### config.mk
export PLATFORM = sky130hd
export DESIGN_NAME = dac_serial_rx
export DESIGN_NICKNAME = d
export VERILOG_FILES = /design/src/rtl/dac_serial_rx.sv
export SDC_FILE = /design/constraint.sdc
export NUM_CORES = 1
export LEC_CHECK = 0
export ABC_AREA = 1
export BUFFER_PORTS_ARGS = -buffer_cell sky130_fd_sc_hd__buf_2
export CORE_AREA = 2 2 69 78
export DETAILED_ROUTE_END_ITERATION = 16
export DIE_AREA = 0 0 71 80
export GPL_TIMING_DRIVEN = 0
export PLACE_DENSITY_LB_ADDON = 0.25
export SETUP_SLACK_MARGIN = 0.15
export SYNTH_ARGS = -nofsm -noshare
export SYNTH_HDL_FRONTEND = slang
export SYNTH_SLANG_ARGS = --single-unit
### constraint.sdc
create_clock -name clk -period 1.35 [get_ports clk]
set_input_delay 0.27 -clock clk [delete_from_list [all_inputs] [get_ports clk]]
set_output_delay 0.27 -clock clk [all_outputs]
set_load 0.005 [all_outputs]
### src/rtl/dac_serial_rx.sv
// dac_serial_rx: oversampling receiver for the 3-wire DAC link (sync, sclk, din).
// Recovers FRAME_BITS-bit frames MSB-first and strobes valid for one cycle.
// Optional feature macro: DAC_RX_ERR_EN adds the frame_err short-frame strobe.
module dac_serial_rx #(
  parameter int FRAME_BITS  = 16,
  parameter int SYNC_STAGES = 2
) (
  input  logic                  clk,
  input  logic                  rst,
  input  logic                  sclk_in,
  input  logic                  sync_in,
  input  logic                  din_in,
  output logic [FRAME_BITS-1:0] data_out,
  output logic [1:0]            mode_out,
  output logic [FRAME_BITS-5:0] code_out,
  output logic                  valid,
  output logic                  busy
`ifdef DAC_RX_ERR_EN
  ,
  output logic                  frame_err
`endif
);

  localparam int CW = $clog2(FRAME_BITS + 1);

  typedef enum logic [1:0] {IDLE, SHIFT, DONE} state_t;

  logic [SYNC_STAGES-1:0] sclk_sy, sync_sy, din_sy;
  logic                   sclk_c, sclk_p, sync_c, sync_p, din_c;
  logic                   fe, sf, sr;

  state_t                 state, state_n;
  logic [CW-1:0]          cnt, cnt_n, cnt_inc;
  logic [FRAME_BITS-1:0]  sh, sh_n, sh_shift, dout_n;
  logic                   valid_n;
`ifdef DAC_RX_ERR_EN
  logic                   ferr_n;
`endif

  // Identical synchronizer chains on all three pins keep their relative timing.
  always_ff @(posedge clk) begin
    if (rst) begin
      sclk_sy <= '0;
      sync_sy <= '0;
      din_sy  <= '0;
    end else begin
      sclk_sy <= {sclk_sy[SYNC_STAGES-2:0], sclk_in};
      sync_sy <= {sync_sy[SYNC_STAGES-2:0], sync_in};
      din_sy  <= {din_sy[SYNC_STAGES-2:0], din_in};
    end
  end

  // Current/previous registers for edge detection; din gets the same delay as cur.
  always_ff @(posedge clk) begin
    if (rst) begin
      sclk_c <= 1'b0;
      sclk_p <= 1'b0;
      sync_c <= 1'b0;
      sync_p <= 1'b0;
      din_c  <= 1'b0;
    end else begin
      sclk_c <= sclk_sy[SYNC_STAGES-1];
      sclk_p <= sclk_c;
      sync_c <= sync_sy[SYNC_STAGES-1];
      sync_p <= sync_c;
      din_c  <= din_sy[SYNC_STAGES-1];
    end
  end

  assign fe = sclk_p & ~sclk_c;
  assign sf = sync_p & ~sync_c;
  assign sr = ~sync_p & sync_c;

  // State, counter, shift register and output registers.
  always_ff @(posedge clk) begin
    if (rst) begin
      state     <= IDLE;
      cnt       <= '0;
      sh        <= '0;
      data_out  <= '0;
      valid     <= 1'b0;
`ifdef DAC_RX_ERR_EN
      frame_err <= 1'b0;
`endif
    end else begin
      state     <= state_n;
      cnt       <= cnt_n;
      sh        <= sh_n;
      data_out  <= dout_n;
      valid     <= valid_n;
`ifdef DAC_RX_ERR_EN
      frame_err <= ferr_n;
`endif
    end
  end

  assign sh_shift = {sh[FRAME_BITS-2:0], din_c};
  assign cnt_inc  = cnt + 1'b1;

  // Next-state: the fe is handled before a coincident sr, so a last bit
  // landing with sync rising still completes the frame.
  always_comb begin
    state_n = state;
    cnt_n   = cnt;
    sh_n    = sh;
    dout_n  = data_out;
    valid_n = 1'b0;
`ifdef DAC_RX_ERR_EN
    ferr_n  = 1'b0;
`endif
    case (state)
      IDLE: begin
        if (sf) begin
          cnt_n   = '0;
          state_n = SHIFT;
        end
      end
      SHIFT: begin
        if (fe) begin
          sh_n  = sh_shift;
          cnt_n = cnt_inc;
        end
        if (fe && (cnt_inc == CW'(FRAME_BITS))) begin
          dout_n  = sh_shift;
          valid_n = 1'b1;
          state_n = sr ? IDLE : DONE;
        end else if (sr) begin
`ifdef DAC_RX_ERR_EN
          ferr_n  = 1'b1;
`endif
          state_n = IDLE;
        end
      end
      DONE: begin
        if (sr) state_n = IDLE;
      end
      default: state_n = IDLE;
    endcase
  end

  assign busy     = (state == SHIFT);
  assign mode_out = data_out[FRAME_BITS-3:FRAME_BITS-4];
  assign code_out = data_out[FRAME_BITS-5:0];

endmodule
Yosys cells after proc, flatten, opt, wreduce, memory -nomap -nowiden
Cells that the tools add are included.
{"block": "classes", "addsub": 1, "eq_ne": 5, "muxes": 9, "bitwise": 7, "n_reduce_logical": 7}
{"cell": "2-to-1 mux 5 bit", "n": 2}
{"cell": "one-hot mux 5 bit (2 select lines)", "n": 1}
{"cell": "2-to-1 mux 2 bit", "n": 4}
{"cell": "one-hot mux 2 bit (3 select lines)", "n": 1}
{"cell": "adder 5 x 1 -> 5 bit, second input constant", "n": 1}
{"cell": "== test 5 bit, second input constant", "n": 1}
{"cell": "inverter 1 bit", "n": 4}
{"cell": "AND reduction 2 bit", "n": 2}
{"cell": "AND 1 bit", "n": 3}
{"cell": "AND reduction 3 bit", "n": 1}
{"cell": "== test 2 x 1 -> 1 bit, second input constant", "n": 1}
{"cell": "== test 2 bit, second input constant", "n": 1}
{"cell": "zero test 2 bit", "n": 1}
{"cell": "!= test 2 x 1 -> 1 bit, second input constant", "n": 1}
{"cell": "!= test 2 bit, second input constant", "n": 1}
{"cell": "nonzero test 2 bit", "n": 1}
{"cell": "OR reduction 2 bit", "n": 1}
{"cell": "logical AND 1 bit", "n": 1}
{"cell": "2-to-1 mux 1 bit", "n": 1}
{"block": "word_totals", "reg_bits": 50, "out_inout_bits": 32, "elab_cells": 42}

Longest topological paths before layout
Gate-level depths: netlist of run 1.
{"block": "depth", "word_depth": 5, "mapped_depth": 10}

Worst setup path after synthesis of run 1
Ideal clock, no wire load.
{"block": "synth_path", "path_kind": "register -> register", "start": "reg cnt[0]", "end": "reg data_out[10]", "setup_time_ns": 0.113, "arrival_time_ns": 1.355, "t_required_ns": 1.237, "path_slack_ns": -0.118, "stages_incl_launch_ff": 10, "path_buffers": 1, "period_less_slack_ns": 1.468, "path_cell_list": "dfxtp_1 ha_1 nand3_1 nand2_1 nand2_1 nor2_4 buf_6 nand4_1 nand2_1 nor2_1"}
{"block": "synth_between", "elab_chain_len": 4}
{"item": "from (decl)", "line": "33", "source": "logic [CW-1:0] cnt, cnt_n, cnt_inc;"}
{"item": "from (signal assigned)", "line": "87", "source": "cnt <= cnt_n;"}
{"item": "adder 5 x 1 -> 5 bit", "line": "98", "source": "assign cnt_inc = cnt + 1'b1;"}
{"item": "== test 5 bit", "line": "123", "source": "if (fe && (cnt_inc == CW'(FRAME_BITS))) begin"}
{"item": "logical AND 1 bit", "line": "123"}
{"item": "AND reduction 2 bit (no line)"}
{"item": "to (signal assigned)", "line": "89", "source": "data_out <= dout_n;"}
{"item": "to (decl)", "line": "13", "source": "output logic [FRAME_BITS-1:0] data_out,"}
Every way passes these cells.
A chain may end at the register's enable or synchronous reset.

Worst setup path after layout of run 1
{"block": "layout_path", "start": "reg cnt[1]", "end": "reg data_out[1]"}
Same word-level chain as after synthesis.

==> flow_metrics.env, run 1 <==
export IMPL_hp_class="input port to flip-flop"
export IMPL_yosysSeqAreaShare_pct=47.1
export IMPL_path_clk_slew_ns=0.09
export IMPL_synth_nets=281
export IMPL_status="complete, but fails checks"
export IMPL_cts_root_buf="clkbuf_8"
export IMPL_fp_coreArea_sq_um=4900
export IMPL_tritoncts="built"
export IMPL_nFillCells=444
export IMPL_postPlaceCellArea_sq_um=2410
export IMPL_arrival_ns=1.65
export IMPL_yosysUniqueCellTypes=24
export IMPL_yosysWarnings=0
export IMPL_die_w_um=71
export IMPL_clockBufferDepth=2
export IMPL_grt_max_degree=15
export IMPL_max_cap_violations=0
export IMPL_grt_overflow=0
export IMPL_area_growth_pct=38.4
export IMPL_finalHoldViolations=0
export IMPL_antenna_found_initial=0
export IMPL_clock_sinks=50
export IMPL_worstMarginPinSlew_ns=0.571
export IMPL_vias=1864
export IMPL_initialDrtViolationCount=121
export IMPL_crit_path_max_fanout=7
export IMPL_avgSynthCellArea_sq_um=7.75
export IMPL_first_global_vias=1688
export IMPL_max_freq_mhz=690
export IMPL_finalCritPeriodShare_pct=107
export IMPL_synthTopCellsByArea="dfxtp_1 47%, nor2_1 8.3%, nand2_1 6.7%"
export IMPL_initial_core_util_pct=43.3
export IMPL_dieHeight_um=80
export IMPL_io_pins=37
export IMPL_fin_skew_ns=0.00715
export IMPL_final_net_count=347
export IMPL_ant_nets=0
export IMPL_power_density_nw_per_um2=862
export IMPL_cts_hold_buf=0
export IMPL_netlist_area_sq_um=2120
export IMPL_netlist_area_leader_share_pct=47.1
export IMPL_viasPerCell=4.67
export IMPL_place_congestion=0.760
export IMPL_finalNonFillerCells=399
export IMPL_h_tree_depth=2
export IMPL_grt_usage_pct=16.3
export IMPL_numCtsBuffers=5
export IMPL_drc=0
export IMPL_pre_cts_slack_ns=-0.138
export IMPL_synthCells=274
export IMPL_grt_pass1_wl_um=7330
export IMPL_drv_slew=0
export IMPL_insertion_delay_ns=0.30
export IMPL_drive_gt1_share_pct=41.3
export IMPL_wl_per_cell_um=11.7
export IMPL_port_buffers=35
export IMPL_placementRows=27
export IMPL_dieArea_sq_um=5680
export IMPL_drt_first_pass_iters=4
export IMPL_crit_type="flip-flop to flip-flop"
export IMPL_layout_common_cells="43 x dfxtp_1, 39 x nor2_1, 35 x buf_2, 33 x nand2_1, 32 x inv_1"
export IMPL_timing_hold_ws_ns=0.170
export IMPL_violations="setup timing"
export IMPL_finalSetupViolations=19
export IMPL_max_slew_margin_rel_pct=61.9
export IMPL_wirelength_um=4680
export IMPL_dp_hpwl_um=2830
export IMPL_power_leakage_nw=1.31
export IMPL_final_common_cell="dfxtp_1"
export IMPL_crit_path_start_kind="flip-flop"
export IMPL_rsz0062_at_grt="true"
export IMPL_fin_area_sq_um=2940
export IMPL_ys_ff_latch=50
export IMPL_fin_ws_ns=-0.100
export IMPL_endpoint_kind="flip-flop"
export IMPL_ir_drop_mv=0.632
export IMPL_cp_required_ns=1.55
export IMPL_final_min_clock_period_ns=1.45
export IMPL_yosysTopAreaCell="dfxtp_1"
export IMPL_place_inst=367
export IMPL_num_antenna_cells=0
==> state kept, by name (all words and copies together), names as in the netlist, 2 cells and up <==
register	count
data_out	16
sh	15
cnt	5
din_sy	2
sclk_sy	2
state	2
sync_sy	2
==> kinds of logic (layout without fill, tap and decap cells) <==
logic type | count (synthesis) | count (layout) | synth area share, %
flops | 50 | 50 | 47.1
fa+ha+maj | 2 | 2 | 1.18
compound gates | 41 | 41 | 9.72
buf+inv | 64 | 131 | 15.1
simple gates | 117 | 117 | 26.8
==> power by group <==
part	leakage [nW]	switching [mW]	internal [mW]	total, mW
sequential	0.409	0.00569	1.48	1.49
combinational	0.846	0.0549	0.0318	0.0867
clock	0.0506	0.480	0.480	0.960
total	1.31	0.541	1.99	2.53
==> layout make-up <==
| type | count | area [sq um] | area share, % |
|---|---|---|---|
| Multi-Input combinational cell | 160 | 972 | 33.1 |
| Timing Repair Buffer | 59 | 413 | 14.1 |
| Tap cell | 58 | 72.6 | 2.47 |
| Clock buffer | 8 | 101 | 3.45 |
| Buffer | 27 | 208 | 7.07 |
| Inverter | 37 | 154 | 5.24 |
| Sequential cell | 50 | 1020 | 34.6 |
==> worst max-delay path, cell delays in order, from the launching register on <==
cell and delay [ns]:
dfxtp_4 0.37, ha_4 0.19, inv_2 0.07, nand2_1 0.06
nand2_1 0.07, nand2_2 0.07, nor2_4 0.17, buf_12 0.14
nand4_1 0.08, nand2_1 0.08, nor2_2 0.04
==> path summary, 6_finish.rpt <==
check | from | to | slack [ns] | depth (start not counted)
worst max-delay path | cnt[1] | data_out[1] | -0.10 | 10
worst min register to register | din_sy[1] | din_c | 0.40 | 2
worst min-delay path | sync_in | sync_sy[0] | 0.17 | 3
worst max register to register | cnt[1] | data_out[1] | -0.10 | 10
==> cells in the mapped netlist, drive strengths merged <==
cell / number
a21oi: 22
a31oi: 1
buf: 22
clkbuf: 5
dfxtp: 50
ha: 2
inv: 37
nand2: 41
nand3: 6
nand4: 19
nor2: 51
o21ai: 18
==> repair_timing <==
item                                    CTS  global route
pin swaps                                21            20
hold endpoints to repair                  0             0
endpoints found under the setup margin   40            37
cloned                                    2             1
resized for setup                        16            59
buffers inserted                          6            15
==> per-layer routing <==
metal  up-vias  GRT usage, %  wire length [um]
li1        985             -                 -
met5         -             0                 0
met1       834          18.7              1970
met3         8          3.79               175
met4         0          5.66                87
met2        37          29.3              2450
==> through the flow <==
step	TNS, ns	total power [mW]	util, %
final	-1.38	2.53	60.0
after global routing	-3.07	2.64	60.0
after CTS	-1.73	2.54	53.8
after detailed placement	-2.07	1.59	49.2
after global placement	-1.51	1.59	49.2
after floorplan	0	1.57	-
Note: power is estimated with default switching activity, not from simulation.
==> run 2: changes to the inputs <==
ABC_AREA = default   (was 1)
CORE_AREA = 2 2 68 77   (was 2 2 69 78)
DIE_AREA = 0 0 70 79   (was 0 0 71 80)
==> flow_metrics.env, run 2 <==
export IMPL_hp_class="input port to flip-flop"
export IMPL_dieArea_sq_um=5530
export IMPL_pre_cts_slack_ns=-0.291
export IMPL_area_growth_pct=47.8
export IMPL_wl_per_cell_um=14.9
export IMPL_drv_slew=0
export IMPL_cpLargestDelayFamily="buffers and inverters"
export IMPL_largest_reg_flops=16
export IMPL_status="complete, but fails checks"
export IMPL_crit_type="flip-flop to flip-flop"
export IMPL_clkPwrFrac_pct=37.7
export IMPL_grt_pass1_wl_um=7960
export IMPL_fin_skew_ns=0.00736
export IMPL_synthCells=229
export IMPL_dp_hpwl_um=2920
export IMPL_yosysTopAreaCell="dfxtp_1"
export IMPL_worstMarginPinSlew_ns=0.722
export IMPL_final_net_count=303
export IMPL_fp_coreArea_sq_um=4800
export IMPL_h_tree_depth=2
export IMPL_final_common_cell="dfxtp_1"
export IMPL_grt_usage_pct=18.2
export IMPL_yosysSeqAreaShare_pct=47.9
export IMPL_layout_common_cells="40 x dfxtp_1, 35 x buf_2, 27 x buf_4, 23 x nand2_1, 22 x a21oi_1"
export IMPL_regMostFlops="data_out"
export IMPL_arrival_ns=1.82
export IMPL_crit_chain="ha_4, buf_8, xnor2_4, and2_4, bufbuf_16, nand4_1, a21oi_1"
export IMPL_avgSynthCellArea_sq_um=9.12
export IMPL_slowest_delay_ns=0.37
export IMPL_path_buf_inv=2
export IMPL_grt_overflow=0
export IMPL_synth_common_cells="50 x dfxtp_1, 35 x a21oi_1, 35 x nand2_1"
export IMPL_fin_setup_tns_ns=-3.70
export IMPL_vias=1876
export IMPL_drc=0
export IMPL_crit_path_max_fanout=5
export IMPL_fin_ws_ns=-0.229
export IMPL_initialDrtViolationCount=95
export IMPL_crit_path_start_kind="flip-flop"
export IMPL_synth_most_common_cell="dfxtp_1"
export IMPL_cts_hold_buf=0
export IMPL_viasPerCell=5.28
export IMPL_tritoncts="built"
export IMPL_num_antenna_cells=0
export IMPL_nFillCells=387
export IMPL_cp_required_ns=1.59
export IMPL_netlist_area_sq_um=2090
export IMPL_cp_slowest_cell="dfxtp_4"
export IMPL_synth_edff_count=0
export IMPL_ys_ff_latch=50
export IMPL_ant_nets=0
export IMPL_drt_first_pass_iters=4
export IMPL_synth_ff_type="dfxtp_1"
export IMPL_fin_area_sq_um=3090
export IMPL_insertion_delay_ns=0.31
export IMPL_p_int_mw=1.91
export IMPL_switching_share_pct=22.9
export IMPL_grt_max_degree=16
export IMPL_place_congestion=0.815
export IMPL_port_buffers=36
export IMPL_yosysWarnings=0
export IMPL_initial_core_util_pct=43.5
export IMPL_max_cap_violations=0
export IMPL_cts_root_buf="clkbuf_8"
export IMPL_drive_gt1_share_pct=54.9
export IMPL_finalCritPeriodShare_pct=117
export IMPL_antenna_found_initial=0
export IMPL_endpoint_kind="flip-flop"
export IMPL_reg_top3="data_out (16), sh (15), cnt (5)"
export IMPL_max_slew_margin_rel_pct=51.9
export IMPL_dieHeight_um=79
export IMPL_finalSetupViolations=24
export IMPL_max_freq_mhz=633
export IMPL_seqPwrFrac_pct=59.8
export IMPL_power_leakage_nw=1.32
export IMPL_switchingPower_mw=0.568
export IMPL_clockBufferDepth=2
export IMPL_finalHoldViolations=0
export IMPL_die_w_um=70
export IMPL_first_global_vias=1741
export IMPL_netlist_area_leader_share_pct=47.9
export IMPL_io_pins=37
export IMPL_synth_nets=236
export IMPL_numCtsBuffers=5
export IMPL_power_density_nw_per_um2=804
export IMPL_clock_sinks=50
export IMPL_placementRows=27
export IMPL_synthTopCellsByArea="dfxtp_1 48%, a21oi_1 8.4%, buf_4 6.8%"
export IMPL_wirelength_um=5310
export IMPL_final_min_clock_period_ns=1.58
export IMPL_postPlaceCellArea_sq_um=2420
export IMPL_ir_drop_mv=0.765
export IMPL_async_reset_ff_share_pct=0
export IMPL_path_clk_slew_ns=0.09
export IMPL_yosysUniqueCellTypes=37
export IMPL_violations="setup timing"
export IMPL_combPwrFrac_pct=2.4
export IMPL_rsz0062_at_grt="true"
run 2: kinds of logic after synthesis:
| kind of cell | count (synthesis) | synth area share [%] |
|---|---|---|
| buffers and inverters | 33 | 10.4 |
| DFF | 50 | 47.9 |
| xor gates and xnor gates | 2 | 1.20 |
| AOI/OAI and AO/OA | 61 | 18.0 |
| adders and majority gates | 2 | 1.20 |
| and+or+nand+nor | 81 | 21.2 |
run 2: through the flow:
stage / util (%) / hold WS (ns) / cells / power [mW]
floorplan: - / 0.398 / 229 / 1.55
detailed placement: 50.4 / 0.427 / 323 / 1.57
finish: 64.3 / 0.166 / 355 / 2.48
global route: 64.3 / 0.187 / 355 / 2.56
global placement: 50.4 / 0.418 / 323 / 1.57
CTS: 58.1 / 0.170 / 345 / 2.46
run 2: layer usage:
metal  share of wire (%)  track usage, %  vias to the layer above
li1                    -               -                      922
met1                  40            20.3                      902
met2                  55            32.6                       45
met3                 3.9            4.19                        7
met4                 1.8            8.46                        0
met5                   0               0                        -
run 2: final timing paths:
path                                 from      endpoint  slack [ns]  cells after the start
worst max-delay path               cnt[1]  data_out[13]       -0.23                      7
worst min register to register  din_sy[1]         din_c        0.44                      1
worst max register to register     cnt[1]  data_out[13]       -0.23                      7
worst min-delay path               din_in     din_sy[0]        0.17                      2
run 2: power by group through the flow:
| stage | Sequential [mW] | Combinational [mW] | Clock, mW |
|---|---|---|---|
| global placement | 1.52 | 0.0505 | 0 |
| detailed placement | 1.52 | 0.0512 | 0 |
| CTS | 1.48 | 0.0535 | 0.927 |
| global route | 1.49 | 0.0668 | 1.01 |
| floorplan | 1.52 | 0.0328 | 0 |
| finish | 1.48 | 0.0605 | 0.937 |
run 2: layout make-up:
cell class	instances	area, sq um	share of cell area, %
Clock buffer	6	82.6	2.68
Clock inverter	2	11.3	0.365
Timing Repair Buffer	60	463	15.0
Inverter	2	7.51	0.243
Buffer	31	267	8.64
Multi-Input combinational cell	146	1160	37.6
Tap cell	58	72.6	2.35
Sequential cell	50	1020	33.2
run 2: timing repair:
item                                    4_1_cts  5_1_grt
gates cloned                                  5        1
pin swaps                                    25       42
gates resized for setup                      41       55
setup buffers                                 9        9
endpoints found under the setup margin       40       45
==> run 3: changes to the inputs <==
SKIP_CTS_REPAIR_TIMING = 1   (was default)
==> flow_metrics.env, run 3 (synthesis results as in run 2) <==
export IMPL_dieArea_sq_um=5530
export IMPL_worstMarginPinSlew_ns=0.611
export IMPL_total_power_mw=2.46
export IMPL_first_global_vias=1570
export IMPL_min_to="din_sy[0]"
export IMPL_power_leakage_nw=1.30
export IMPL_reg2reg_from="cnt[1]"
export IMPL_reg2reg_to="state[1]"
export IMPL_h_tree_depth=2
export IMPL_final_net_count=306
export IMPL_drt_first_pass_iters=4
export IMPL_tritoncts="built"
export IMPL_drv_slew=0
export IMPL_clkPwrFrac_pct=37.1
export IMPL_grt_max_degree=16
export IMPL_clockBufferDepth=2
export IMPL_switching_share_pct=22.1
export IMPL_initialDrtViolationCount=115
export IMPL_violations="setup timing"
export IMPL_ir_drop_mv=0.770
export IMPL_final_min_clock_period_ns=1.63
export IMPL_reg_top3="data_out (16), sh (15), cnt (5)"
export IMPL_regMostFlops="data_out"
export IMPL_dieHeight_um=79
export IMPL_fp_coreArea_sq_um=4800
export IMPL_cp_required_ns=1.55
export IMPL_port_buffers=36
export IMPL_crit_path_max_fanout=8
export IMPL_max_freq_mhz=612
export IMPL_dp_hpwl_um=2920
export IMPL_finalHoldViolations=0
export IMPL_num_antenna_cells=0
export IMPL_path_buf_inv=3
export IMPL_endpoint_kind="flip-flop"
export IMPL_antenna_found_initial=0
export IMPL_wirelength_um=4940
export IMPL_place_congestion=0.815
export IMPL_crit_type="flip-flop to flip-flop"
export IMPL_cts_root_buf="clkbuf_8"
export IMPL_finalSetupViolations=30
export IMPL_max_slew_margin_rel_pct=59.3
export IMPL_grt_usage_pct=16.0
export IMPL_layout_common_cells="43 x dfxtp_1, 35 x buf_2, 30 x buf_4, 25 x nand2_1, 25 x a21oi_1"
export IMPL_final_common_cell="dfxtp_1"
export IMPL_hp_class="input port to flip-flop"
export IMPL_cpLargestDelayFamily="buffers and inverters"
export IMPL_die_w_um=70
export IMPL_largest_reg_flops=16
export IMPL_crit_path_start_kind="flip-flop"
export IMPL_seqPwrFrac_pct=60.5
export IMPL_ant_nets=0
export IMPL_fin_util_pct=64.0
export IMPL_drive_gt1_share_pct=52.7
export IMPL_reg2regPathDepth=8
export IMPL_numCtsBuffers=5
export IMPL_slowest_delay_ns=0.38
export IMPL_combPwrFrac_pct=2.4
export IMPL_power_density_nw_per_um2=801
export IMPL_reg2reg_slack_ns=-0.28
export IMPL_fin_ws_ns=-0.283
export IMPL_cp_slowest_cell="dfxtp_4"
export IMPL_wl_per_cell_um=13.8
export IMPL_hold_start="din_in"
export IMPL_initial_core_util_pct=43.5
export IMPL_p_int_mw=1.92
export IMPL_path_clk_slew_ns=0.09
export IMPL_status="complete, but fails checks"
export IMPL_max_cap_violations=0
export IMPL_fin_skew_ns=0.00224
export IMPL_hold_depth=2
export IMPL_clock_sinks=50
export IMPL_arrival_ns=1.84
export IMPL_area_growth_pct=47.0
export IMPL_switchingPower_mw=0.542
export IMPL_grt_pass1_wl_um=7090
export IMPL_grt_overflow=0
export IMPL_viasPerCell=5.16
export IMPL_crit_chain="ha_4, buf_8, xnor2_4, a2bb2oi_4, buf_12, buf_4, o22ai_1, and2_1"
export IMPL_io_pins=37
export IMPL_rsz0062_at_grt="true"
export IMPL_vias=1848
export IMPL_placementRows=27
export IMPL_insertion_delay_ns=0.30
export IMPL_drc=0
export IMPL_finalCritPeriodShare_pct=121
export IMPL_crit_start="cnt[1]"
-- run 3: cell count changes in the layout (fill, tap and decap cells not counted), moves of 2 or more --
cell	before	now
buf_4	27	30
o21ai_0	2	0
dfxtp_2	6	4
a21oi_2	12	9
nand2_1	23	25
dfxtp_1	40	43
buf_12	1	4
nand2_4	8	6
a21oi_1	22	25
buf_6	14	11
-- run 3: worst register-to-register path, delay by kind of cell (launching register included) --
family                     cells  cell delay (ns)
AOI/OAI and AO/OA              2             0.24
xor gates and xnor gates       1             0.22
adders and majority gates      1             0.16
buffers and inverters          3             0.39
DFF                            1             0.38
and+or+nand+nor                1             0.14
-- run 3: worst max-delay path by stage --
stage | depth (start not counted) | to | slack [ns]
after global placement | 7 | data_out[9] | -0.26
after CTS | 7 | data_out[9] | -0.31
final | 8 | state[1] | -0.28
after detailed placement | 7 | data_out[9] | -0.29
after floorplan | 7 | state[0] | -0.1
after global routing | 8 | state[1] | -0.33
-- run 3: area by class of cell --
cell class / instances / area, sq um
Fill cell: 390 / 1730
Multi-Input combinational cell: 146 / 1120
Sequential cell: 50 / 1020
Timing Repair Buffer: 63 / 490
Buffer: 31 / 269
Clock buffer: 6 / 82.6
Tap cell: 58 / 72.6
Clock inverter: 2 / 11.3
Inverter: 2 / 7.51
-- run 3: metrics by stage --
stage / instance area [sq um] / setup slack [ns] / hold WS (ns) / setup TNS (ns) / std cells
floorplan: 2160 / -0.0956 / 0.398 / -1.09 / 229
global placement: 2420 / -0.263 / 0.418 / -4.31 / 323
detailed placement: 2420 / -0.291 / 0.427 / -4.71 / 323
CTS: 2510 / -0.309 / 0.170 / -5.62 / 331
global route: 3070 / -0.329 / 0.186 / -6.21 / 358
finish: 3070 / -0.283 / 0.170 / -4.52 / 358
-- run 3: power groups by stage --
stage	clock, mW	sequential (mW)	combinational, mW
finish	0.912	1.49	0.0594
global route	0.998	1.49	0.0666
CTS	0.927	1.49	0.0514
detailed placement	0	1.52	0.0512
global placement	0	1.52	0.0505
floorplan	0	1.52	0.0328
-- run 3: per-layer routing --
| layer | global-route usage (%) | share of wire [%] |
|---|---|---|
| met1 | 18.8 | 42 |
| met5 | 0 | 0 |
| met2 | 27.3 | 52 |
| met3 | 4.19 | 3.9 |
| met4 | 6.92 | 2.1 |
